File: src/rtl/cmd_arb_pkg.sv
// Shared types and constants for the UART/tour command arbiter.
// CMD_ARB_TIMEOUT_EN (see cmd_arbiter.sv) enables the EXECUTE watchdog.
package cmd_arb_pkg;

    localparam int unsigned CMD_W   = 16;
    localparam int unsigned TIMER_W = 24;

    typedef enum logic [1:0] {
        IDLE    = 2'd0,
        PRESENT = 2'd1,
        EXECUTE = 2'd2
    } state_t;

    localparam logic OWN_UART = 1'b0;
    localparam logic OWN_TOUR = 1'b1;

    localparam logic [TIMER_W-1:0] TIMEOUT_CYC_DEF = 24'd1_000_000;

endpackage

File: src/rtl/cmd_arb_timer.sv
// EXECUTE watchdog: counts enabled cycles since clr, flags the final cycle.
module cmd_arb_timer
    import cmd_arb_pkg::*;
#(
    parameter logic [TIMER_W-1:0] LIMIT = TIMEOUT_CYC_DEF
) (
    input  logic clk,
    input  logic rst,
    input  logic clr,
    input  logic en,
    output logic expired
);

    logic [TIMER_W-1:0] count;

    always_ff @(posedge clk or posedge rst) begin
        if (rst) begin
            count <= '0;
        end else if (clr) begin
            count <= '0;
        end else if (en) begin
            count <= count + TIMER_W'(1);
        end
    end

    assign expired = en && (count == TIMER_W'(LIMIT - TIMER_W'(1)));

endmodule

File: src/rtl/cmd_arbiter.sv
// Round-robin arbiter between UART and tour command sources feeding cmd_proc.
// Define CMD_ARB_TIMEOUT_EN to add an EXECUTE watchdog of TIMEOUT_CYC cycles.
module cmd_arbiter
    import cmd_arb_pkg::*;
#(
    parameter logic [TIMER_W-1:0] TIMEOUT_CYC = TIMEOUT_CYC_DEF
) (
    input  logic             clk,
    input  logic             rst,
    input  logic [CMD_W-1:0] uart_cmd,
    input  logic             uart_vld,
    output logic             uart_clr,
    output logic             uart_done,
    input  logic [CMD_W-1:0] tour_cmd,
    input  logic             tour_vld,
    output logic             tour_clr,
    output logic             tour_done,
    input  logic             tour_lock,
    output logic [CMD_W-1:0] cmd,
    output logic             cmd_rdy,
    input  logic             clr_cmd_rdy,
    input  logic             send_resp,
    output logic             owner,
    output logic             busy,
    output logic             timeout
);

    state_t state;
    logic   uart_elig;
    logic   tour_elig;
    logic   pick_tour;
    logic   clr_evt;
    logic   done_evt;
    logic   expired;

    // Tour wins when alone or when UART held the last grant.
    assign uart_elig = uart_vld && !tour_lock;
    assign tour_elig = tour_vld;
    assign pick_tour = tour_elig && (!uart_elig || (owner == OWN_UART));

    assign clr_evt  = (state == PRESENT) && clr_cmd_rdy;
    assign done_evt = (state == EXECUTE) && (send_resp || expired);

`ifdef CMD_ARB_TIMEOUT_EN
    cmd_arb_timer #(
        .LIMIT (TIMEOUT_CYC)
    ) u_timer (
        .clk     (clk),
        .rst     (rst),
        .clr     (clr_evt),
        .en      (state == EXECUTE),
        .expired (expired)
    );
`else
    logic unused_timeout_cfg;
    assign unused_timeout_cfg = ^TIMEOUT_CYC;
    assign expired            = 1'b0;
`endif

    always_ff @(posedge clk or posedge rst) begin
        if (rst) begin
            state   <= IDLE;
            cmd     <= '0;
            cmd_rdy <= 1'b0;
            owner   <= OWN_TOUR;
            busy    <= 1'b0;
        end else begin
            case (state)
                IDLE: begin
                    if (uart_elig || tour_elig) begin
                        state   <= PRESENT;
                        cmd     <= pick_tour ? tour_cmd : uart_cmd;
                        owner   <= pick_tour ? OWN_TOUR : OWN_UART;
                        cmd_rdy <= 1'b1;
                        busy    <= 1'b1;
                    end
                end
                PRESENT: begin
                    if (clr_cmd_rdy) begin
                        state   <= EXECUTE;
                        cmd_rdy <= 1'b0;
                    end
                end
                EXECUTE: begin
                    if (done_evt) begin
                        state <= IDLE;
                        busy  <= 1'b0;
                    end
                end
                default: begin
                    state   <= IDLE;
                    cmd_rdy <= 1'b0;
                    busy    <= 1'b0;
                end
            endcase
        end
    end

    // Handshake pulses respond in the same cycle as cmd_proc's strobe.
    assign uart_clr  = clr_evt  && (owner == OWN_UART);
    assign tour_clr  = clr_evt  && (owner == OWN_TOUR);
    assign uart_done = done_evt && (owner == OWN_UART);
    assign tour_done = done_evt && (owner == OWN_TOUR);
    assign timeout   = (state == EXECUTE) && expired && !send_resp;

endmodule
File: config.mk
export PLATFORM = sky130hd
export DESIGN_NAME = cmd_arbiter
export DESIGN_NICKNAME = d
export VERILOG_FILES = /design/src/rtl/cmd_arb_pkg.sv /design/src/rtl/cmd_arb_timer.sv /design/src/rtl/cmd_arbiter.sv
export SDC_FILE = /design/constraint.sdc
export NUM_CORES = 1
export LEC_CHECK = 0
export CAP_MARGIN = 20
export CORE_ASPECT_RATIO = 0.7
export CORE_MARGIN = 8
export CORE_UTILIZATION = 30
export DETAILED_ROUTE_END_ITERATION = 16
export GPL_ROUTABILITY_DRIVEN = 0
export PLACE_DENSITY_LB_ADDON = 0.12
export SLEW_MARGIN = 25
export SYNTH_ARGS = -nofsm -noshare
export SYNTH_HDL_FRONTEND = slang
export SYNTH_SLANG_ARGS = --single-unit
File: constraint.sdc
create_clock -name clk -period 1.5 [get_ports clk]
set_clock_uncertainty 0.05 [all_clocks]
set_input_delay 0.3 -clock clk [delete_from_list [all_inputs] [get_ports clk]]
set_output_delay 0.3 -clock clk [all_outputs]
set_load 0.005 [all_outputs]
==> flow_summary.yaml <==
logic_synthesis:
  yosys_most_used_dff: "dfrtp_1"
  synthTopCellsByCount: "37 x nand2_1, 23 x nor2_1, 20 x dfrtp_1"
  synth_edf_count: 0
  avgSynthCellArea_um2: 8.278
  syn_inst: 125
  yosys_warnings: 0
  synth.most_common_cell: "nand2_1"
  synth_top_area_share_pct: 48.37
  yosys-top-cells-area: "dfrtp_1 48%, nand2_1 13%, a31oi_1 9.7%"
  syn_nets: 164
  async_flop_share_pct: 100.0
  synth.yosys.seq_area_share_pct: 50.91
  synth_seq_cells: 21
  yosysTopAreaCell: "dfrtp_1"
  netlist_area_um2: 1035
  synth.distinct_cells: 21
timing:
  fin_crit_sh_pct: 98.63
  setup_violations: 0
  min_period_ns: 1.479
  rsz0062_at_grt: "true"
  finalHoldViolCount: 0
  slew_violations: 0
  max_freq_mhz: 676.0
  fin_hold_ws_ns: 0.3095
global_routing:
  grt_pass1_vias: 1055
  grt_start_max_net_pins: 35
  grt_usage_pct: 11.56
  grt_pass1_wl_um: 5181
  antenna_found_initial: 0
  grt-ovfl-total: 0
critical_path:
  cp_top_family: "buffers and inverters"
  cpMaxStageDelayCell: "clkdlybuf4s50_1"
  cpPeakStageDelay_ns: 0.48
  required_ns: 1.15
  crit_type: "in2out"
  crit_chain: "clkdlybuf4s50_1 > nand2_1 > nor3_1 > buf_2"
  path_max_fanout: 2
  path_buf_inv: 2
  start_kind: "input port"
  end_kind: "primary output"
  cp.arrival_ns: 1.13
routing:
  wl_per_cell_um: 14.27
  vias: 1127
  detail-route-antenna-nets: 0
  vias_per_cell: 4.490
  drc: 0
  drtIter0Drc: 51
  drt_wl_total_um: 3582
  drtPass1Iterations: 4
clocking:
  cts.sinks: 21
  cts_root_buf: "clkbuf_8"
  cts_tree: "built"
  numCtsBuffers: 3
  h-tree-depth: 1
  clkTransAtPathRegs_ns: 0.07
  cts_max_path_buffers: 2
  clock_latency_ns: 0.26
  hold_buffers: 0
job:
  max-cap-violations: 0
power:
  power_frac_comb_pct: 55.2
  irDropWorstVdd_uv: 625.3
  power.share.clock_pct: 12.0
  internal_power_mw: 2.052
  power_frac_seq_pct: 32.9
  switchingPower_mw: 1.021
  p_leak_nw: 0.9177
  p_sw_share_pct: 33.22
  p_per_area_nw_per_um2: 1593
finish:
  nets: 241
  final_util_pct: 56.73
  final_area_um2: 1929
  fillers: 314
  area_growth_pct: 86.46
  n_antenna_cell: 0
  layout-drive-gt1-share_pct: 17.41
placement:
  hpwl_um: 2517
  port_buffers: 61
  placed_cell_area_um2: 1784
floorplan:
  core.rowCount: 18
  ioPinCount: 63
  start_util_pct: 30.43
  fp.dieW_um: 86.20
  dieArea_um2: 5614
  coreArea_um2: 3401
  die_y_um: 65.14
worst_hold_path:
  min_path_type: "in2reg"
status:
  outcome: "finished clean"
==> stage by stage <==
| step | std cells | setup TNS [ns] | worst slack, ns | power [mW] |
|---|---|---|---|---|
| finish | 251 | 0 | 0.02061 | 3.073 |
| floorplan | 125 | 0 | 0.1020 | 1.665 |
| CTS | 245 | 0 | 0.0007010 | 2.937 |
| global route | 251 | -0.1116 | -0.04830 | 3.306 |
| detailed placement | 240 | -5.604 | -0.3677 | 2.568 |
| global placement | 240 | -4.946 | -0.3397 | 2.529 |
==> sequential cells by signal, summed over array words and instances, names as in the netlist <==
name,cells
owner,1
state,2
cmd_rdy,1
cmd,16
busy,1
==> power by group through the flow <==
stage | logic (mW) | registers, mW | clock network (mW)
2_1_floorplan | 0.634 | 1.03 | 0
3_3_place_gp | 1.51 | 1.02 | 0
3_5_place_dp | 1.54 | 1.03 | 0
4_1_cts | 1.54 | 1.02 | 0.377
5_1_grt | 1.85 | 1.05 | 0.404
6_report | 1.69 | 1.01 | 0.367
==> layout by cell type, fill, tap and decap left out, drive strengths merged <==
| cell | count |
|---|---|
| o21ai | 3 |
| dfrtp | 20 |
| clkdlybuf4s50 | 44 |
| conb | 1 |
| a31oi | 16 |
| clkbuf | 7 |
| nor3 | 2 |
| nand3b | 2 |
| nand2b | 2 |
| nand2 | 37 |
| and2 | 1 |
| o22ai | 1 |
| a21oi | 1 |
| a211oi | 2 |
| dlymetal6s2s | 12 |
| dfstp | 1 |
| nor2 | 23 |
| inv | 4 |
| buf | 22 |
==> per-layer routing <==
layer,routed length (um),GRT usage (%),vias to the layer above
li1,-,-,563
met1,1599,13.47,527
met2,1713,19.43,35
met3,242,4.234,2
met4,27,3.846,0
met5,0,0,-
==> cell type report <==
class | count | area, um2 | area share, %
multi-input cells | 91 | 441.7 | 22.89
clock buffers | 4 | 45.04 | 2.335
inverters | 4 | 15.01 | 0.7782
flip-flops and latches | 21 | 526.8 | 27.30
well taps | 50 | 62.56 | 3.243
repair buffers | 81 | 838.3 | 43.45
==> timing repair <==
| action | CTS | global route |
|---|---|---|
| endpoints found under the hold margin | 0 | 0 |
| resized for setup | 18 | 17 |
| pin swaps | 2 | 4 |
| setup endpoints to repair | 6 | 29 |
| gates cloned | 0 | 2 |
| buffers inserted | 1 | 4 |
==> cells by family (layout without fill, tap and decap cells) <==
kind of cell | count (synthesis) | in the layout | share of synthesized area (%)
simple gates | 67 | 67 | 26.72
compound gates | 23 | 23 | 14.87
flops | 21 | 21 | 50.91
buf+inv | 13 | 89 | 7.133
other cells | 1 | 1 | 0.3624
==> worst paths after layout <==
| kind | start | end | slack [ns] | cells past startpoint |
|---|---|---|---|---|
| max | send_resp | uart_done | 0.02 | 4 |
| max in group asynchronous | rst | owner | 0.80 | 3 |
| min | clr_cmd_rdy | state[0] | 0.31 | 3 |
| min in group asynchronous | rst | cmd[10] | 0.33 | 3 |
| min reg2reg | cmd[14] | cmd[14] | 0.50 | 2 |
| max reg2reg | state[0] | cmd[15] | 0.06 | 6 |
==> worst register-to-register path, cell delays in order (launching register included) <==
cell       delay, ns
dfrtp_1         0.43
buf_4           0.19
a211oi_4        0.21
buf_4           0.17
clkbuf_16       0.15
nor2_1          0.04
a31oi_1         0.13
Power figures use the tool's default switching activity.
